File: src/rtl/gray_pkg.sv
// rtl/gray_pkg.sv - shared types, delta codes and Gray decode for gray_decoder
package gray_pkg;

    typedef enum logic [1:0] {
        A = 2'b00,
        B = 2'b01,
        C = 2'b10,
        D = 2'b11
    } gray_t;

    typedef enum logic {
        INIT  = 1'b0,
        TRACK = 1'b1
    } dec_state_t;

    localparam logic [1:0] D_NONE = 2'd0;
    localparam logic [1:0] D_FWD  = 2'd1;
    localparam logic [1:0] D_ILL  = 2'd2;
    localparam logic [1:0] D_BWD  = 2'd3;

    function automatic logic [1:0] gray2bin(input logic [1:0] gv);
        return {gv[1], gv[1] ^ gv[0]};
    endfunction

endpackage

File: src/rtl/gray_sync.sv
// rtl/gray_sync.sv - multi-stage 2-bit synchroniser with async active-low clear
module gray_sync #(
    parameter int SYNC_STAGES = 2
) (
    input  logic       clock,
    input  logic       clear_n,
    input  logic [1:0] d,
    output logic [1:0] q
);

    logic [1:0] stage [SYNC_STAGES];

    always_ff @(posedge clock or negedge clear_n) begin
        if (!clear_n) begin
            for (int i = 0; i < SYNC_STAGES; i++) begin
                stage[i] <= 2'b00;
            end
        end else begin
            stage[0] <= d;
            for (int i = 1; i < SYNC_STAGES; i++) begin
                stage[i] <= stage[i-1];
            end
        end
    end

    assign q = stage[SYNC_STAGES-1];

endmodule

File: src/rtl/gray_decoder.sv
// rtl/gray_decoder.sv - 2-bit Gray/quadrature decoder driving a wrapping position counter
module gray_decoder
    import gray_pkg::*;
#(
    parameter int WIDTH       = 8,
    parameter int SYNC_STAGES = 2
) (
    input  logic             clock,
    input  logic             clear_n,
    input  logic [1:0]       g,
    input  logic             enable,
    input  logic             zero,
    input  logic             err_clr,
    output logic [WIDTH-1:0] pos,
    output logic [1:0]       bin,
    output logic             dir,
    output logic             step,
    output logic             err,
    output logic             err_sticky
);

    localparam int CNT_W = $clog2(SYNC_STAGES + 1);

    dec_state_t       state;
    dec_state_t       next_state;
    logic [CNT_W-1:0] init_cnt;
    logic [1:0]       g_sync;
    logic [1:0]       bin_now;
    logic [1:0]       bin_prev;
    logic [1:0]       delta;
    logic             cnt_inc;
    logic             load_prev;
    logic             fwd;
    logic             bwd;
    logic             ill;

    gray_sync #(
        .SYNC_STAGES(SYNC_STAGES)
    ) u_sync (
        .clock  (clock),
        .clear_n(clear_n),
        .d      (g),
        .q      (g_sync)
    );

    assign bin_now = gray2bin(g_sync);
    assign bin     = bin_now;
    assign delta   = bin_now - bin_prev;

    always_ff @(posedge clock or negedge clear_n) begin
        if (!clear_n) begin
            state <= INIT;
        end else begin
            state <= next_state;
        end
    end

    // INIT holds one extra cycle past the sync fill so the first compare sees a settled bin_prev
    always_comb begin
        next_state = state;
        cnt_inc    = 1'b0;
        load_prev  = 1'b0;
        fwd        = 1'b0;
        bwd        = 1'b0;
        ill        = 1'b0;
        case (state)
            INIT: begin
                if (init_cnt == CNT_W'(SYNC_STAGES)) begin
                    next_state = TRACK;
                    load_prev  = 1'b1;
                end else begin
                    cnt_inc = 1'b1;
                end
            end
            TRACK: begin
                load_prev = 1'b1;
                if (enable) begin
                    case (delta)
                        D_FWD:   fwd = 1'b1;
                        D_BWD:   bwd = 1'b1;
                        D_ILL:   ill = 1'b1;
                        default: ;
                    endcase
                end
            end
            default: next_state = INIT;
        endcase
    end

    always_ff @(posedge clock or negedge clear_n) begin
        if (!clear_n) begin
            init_cnt <= '0;
            bin_prev <= 2'b00;
        end else begin
            if (cnt_inc) begin
                init_cnt <= init_cnt + CNT_W'(1);
            end
            if (load_prev) begin
                bin_prev <= bin_now;
            end
        end
    end

    always_ff @(posedge clock or negedge clear_n) begin
        if (!clear_n) begin
            pos        <= '0;
            dir        <= 1'b1;
            step       <= 1'b0;
            err        <= 1'b0;
            err_sticky <= 1'b0;
        end else begin
            if (zero) begin
                pos <= '0;
            end else if (fwd) begin
                pos <= pos + WIDTH'(1);
            end else if (bwd) begin
                pos <= pos - WIDTH'(1);
            end
            if (fwd) begin
                dir <= 1'b1;
            end else if (bwd) begin
                dir <= 1'b0;
            end
            step <= fwd | bwd;
            err  <= ill;
            // a fresh error outranks a same-cycle clear request
            if (ill) begin
                err_sticky <= 1'b1;
            end else if (err_clr) begin
                err_sticky <= 1'b0;
            end
        end
    end

endmodule

File: config.mk
export PLATFORM = sky130hd
export DESIGN_NAME = gray_decoder
export DESIGN_NICKNAME = d
export VERILOG_FILES = /design/src/rtl/gray_pkg.sv /design/src/rtl/gray_sync.sv /design/src/rtl/gray_decoder.sv
export SDC_FILE = /design/constraint.sdc
export NUM_CORES = 1
export LEC_CHECK = 0
export CORE_UTILIZATION = 54
export CTS_CLUSTER_SIZE = 30
export DETAILED_ROUTE_END_ITERATION = 6
export PLACE_DENSITY = 0.78
export SYNTH_ARGS = -nofsm -noshare
export SYNTH_HDL_FRONTEND = slang
export SYNTH_SLANG_ARGS = --single-unit
File: constraint.sdc
create_clock -name clock -period 4.73 [get_ports clock]
set_input_delay 0.946 -clock clock [delete_from_list [all_inputs] [get_ports clock]]
set_output_delay 0.946 -clock clock [all_outputs]
set_load 0.01 [all_outputs]
==> summary.md <==
Max-cap violations in this run came to 0. Between clock sinks in the finished design, the worst skew comes to 0.00606 ns. The DRC violation count after routing came out at 0. During placement, the flow inserted port buffers numbering 20. The distinct cell type count after synthesis is 37, and the final count of pins violating max slew is 0.

The smallest clock period supported by the final layout is computed as 3.43 ns. The run gives 0 as the number of antenna violations at the first check in global routing. Type of the worst min-delay path: register to register. Setup violations remaining at the end of the flow were counted as 0. On the final layout, the worst hold slack is 0.363 ns. Counting flops with an async set or reset pin after synthesis yields a share of 100%. The path type of the worst setup path is input pin to register.

The tools report the overall overflow remaining after global route as 0. The internal portion of the total power is 323 uW. Across the VDD grid, the largest voltage drop is 0.257 mV. The worst setup path is captured at a register. In this run the standard cell core region covers 1980 um2. For this block, the initial DRC count from the detailed router was 12. Master cell of the clock root buffer: clkbuf_4.

The total clock buffers created by CTS is 3. The per-instance average area after synthesis is 10.2 um2, and the actual transition at the worst max-transition pin is 0.927 ns. The first detailed-routing pass took 4 iterations. At the end of the flow, the number of nets in the layout was 149.

Hold repair after CTS inserted 0 buffers. The y dimension of the die was 47.9 um. The capture endpoint of the worst hold path was u_sync.q[0]. The global-route total usage across every layer is 21.7%, and the critical-path maximum fanout is 14. The run finished with clean final reports. The via density per instance is 5.41. The routed layout has 866 vias. The power dissipated by switching net loads is 160 uW. For the worst flop-to-flop path, the logic depth is 9. The floorplan step set the die width to 47.9 um.

Cells with a size suffix above 1 make up 8.27% of the layout. The HPWL after detailed placement is 1500 um. The netlist area before placement is 1140 um2, and the power density of the placed cells is 348 nW/um2. The run gives 0 as the number of cells upsized or downsized after cts.

Static timing analysis puts the maximum clock frequency at 291 MHz. The worst register-to-register path ends at pos[7]. The tools report the start point of the worst min-delay path as u_sync.stage[2]. Setup repair after global routing left no endpoint under its margin.

In this run the count of I/O pins placed on the die edge is 21. The first global-routing pass estimated 3310 um of wire. After technology mapping, the gate count stands at 112. Synthesized flop and latch total: 21. The average routed wire per standard cell was 13.0 um. After filler insertion, the fill cell instance count of the layout stands at 151. In this run the static leakage power is 0.623 nW. The deepest level of the CTS H-tree is 1, and the floorplan die area is 2300 um2.

The final layout contains routed wiring with a total length of 2080 um. The most frequently used flop master after synthesis is dfrtp_1. The number of hold-slack violations in the final timing report is 0, and the relative area change from synthesis to final layout is 21.8%. In the layout the commonest cells are 20 x dfrtp_1, 20 x clkdlybuf4s50_1, 9 x nand2_1. The post-route clock period utilization was 72.5%. The number of antenna diodes in the final layout is 0.

The number of nets in the synthesized netlist is 127. Once the clock tree was built, the setup fixing pass inserted 0 buffers. The number of instances on the worst hold path was 0; the via count of the first global-routing pass was 761.

The row count is 16, and the maximum buffer depth of the clock tree is 2. At the worst endpoint, the required time is 4.94 ns. The run gives 46.3% as the sequential cell area fraction in the yosys report.

The congestion estimate from routability-driven global placement came to 0.870. The proportion of total power due to net switching was 33.1%; the number of synthesis warnings was 0. In this run the remaining antenna-violating nets after routing total 0.

CTS saw 21 sinks. Starting density of the core: 57.4%. The clock network is responsible for 19.0% of the overall power. STA classifies the critical path startpoint as an input pin.

Entering global routing, the biggest net connects 22 pins. The run gives 3.65 ns as the worst endpoint data arrival time. The logs give 0 ns for the final total negative setup slack and 36.4% for the share of power burned in combinational logic. Sequential cells account for 44.6% of the total power.

Headroom to the max-slew limit came out at 38.0%. Counting flops with a built-in enable in the synthesized netlist gives 0. The startpoint of the most critical register-to-register path is u_sync.q[0]. The worst-case register-to-register setup slack was 1.75 ns; the clock-pin slew of the registers on the worst-case setup and hold paths was 0.13 ns.

The clock latency at the later pin of the worst-skew pair came out at 0.31 ns. TritonCTS built the clock tree.
critical path, stage by stage:
cell and delay, ns:
clkdlybuf4s50_1 0.49, nand3_1 0.07, mux2_4 0.36, a21o_2 0.29, ha_1 0.31, a211oi_1 0.27
o21bai_1 0.16, o22ai_1 0.21, mux2i_1 0.22, mux2_1 0.33
per-stage QoR:
stage / util [%] / cells / setup WS [ns] / total power [mW] / cell area, um2
4_1_cts: 69.9 / 160 / 1.30 / 0.487 / 1390
3_5_place_dp: 68.4 / 156 / 0.963 / 0.394 / 1360
2_1_floorplan: - / 112 / 1.69 / 0.331 / 1140
6_report: 69.9 / 160 / 1.30 / 0.483 / 1390
3_3_place_gp: 68.4 / 156 / 1.01 / 0.389 / 1360
5_1_grt: 69.9 / 160 / 1.14 / 0.517 / 1390
synth_stat cells (2+ instances only):
| cell | count | share of area [%] |
|---|---|---|
| ha_1 | 7 | 7.7 |
| nand3_1 | 4 | 1.8 |
| nor2b_1 | 4 | 2.2 |
| nand2_1 | 9 | 3.0 |
| o21ai_0 | 7 | 3.1 |
| inv_1 | 6 | 2.0 |
| a211o_1 | 2 | 1.5 |
| a21o_1 | 2 | 1.3 |
| nand3b_1 | 3 | 2.0 |
| mux2_2 | 2 | 2.0 |
| nor3_1 | 3 | 1.3 |
| mux2i_1 | 2 | 1.8 |
| nor2_1 | 7 | 2.3 |
| a211oi_1 | 3 | 2.0 |
| o22ai_1 | 2 | 1.1 |
| dfrtp_1 | 20 | 44 |
| a21oi_1 | 6 | 2.6 |
| nand2b_1 | 4 | 2.2 |
power groups by stage:
stage          registers, mW  logic (mW)  clock network [mW]
4_1_cts                0.216       0.176              0.0947
6_report               0.215       0.176              0.0916
3_3_place_gp           0.219       0.171                   0
3_5_place_dp           0.219       0.174                   0
5_1_grt                0.218       0.196               0.103
2_1_floorplan          0.224       0.106                   0
cell type report:
type	count	area (um2)	share of cell area (%)
inverter	7	26.3	1.90
clock buffer	3	22.5	1.62
clock inverter	1	7.51	0.542
timing repair buffer	20	200	14.4
tap	27	33.8	2.44
sequential	21	527	38.0
multi-input combinational	81	569	41.1
worst max-delay path by stage:
stage | from | end | slack (ns)
floorplan | enable | pos[7] | 1.69
global placement | enable | pos[7] | 1.01
detailed placement | enable | pos[7] | 0.96
CTS | enable | pos[7] | 1.30
global route | enable | pos[7] | 1.14
finish | enable | pos[7] | 1.30
metal layers:
metal  part of all wire (%)  wire [um]  global-route usage, %  vias up
li1                       -          -                      -      438
met1                     52       1080                   28.5      408
met2                     43        897                   32.7       15
met3                    2.4         51                   5.66        5
met4                    2.3         48                   11.7        0
met5                      0          0                      0        -
sequential cells by signal, indices dropped and copies added, names as in the netlist:
| register | cells |
|---|---|
| err_sticky | 1 |
| init_cnt | 2 |
| u_sync.q | 2 |
| dir | 1 |
| state | 1 |
| err | 1 |
| bin_prev | 2 |
| u_sync.stage | 2 |
| pos | 8 |
| step | 1 |
cells by family after synthesis:
group / Yosys count / synth area share (%)
mux: 6 / 6.04
flops: 21 / 46.3
buf+inv: 10 / 3.74
simple gates: 38 / 17.1
compound gates: 26 / 14.4
fa+ha+maj: 8 / 9.45
xor+xnor: 3 / 2.97
No activity file was read; power rests on OpenSTA's default activity.
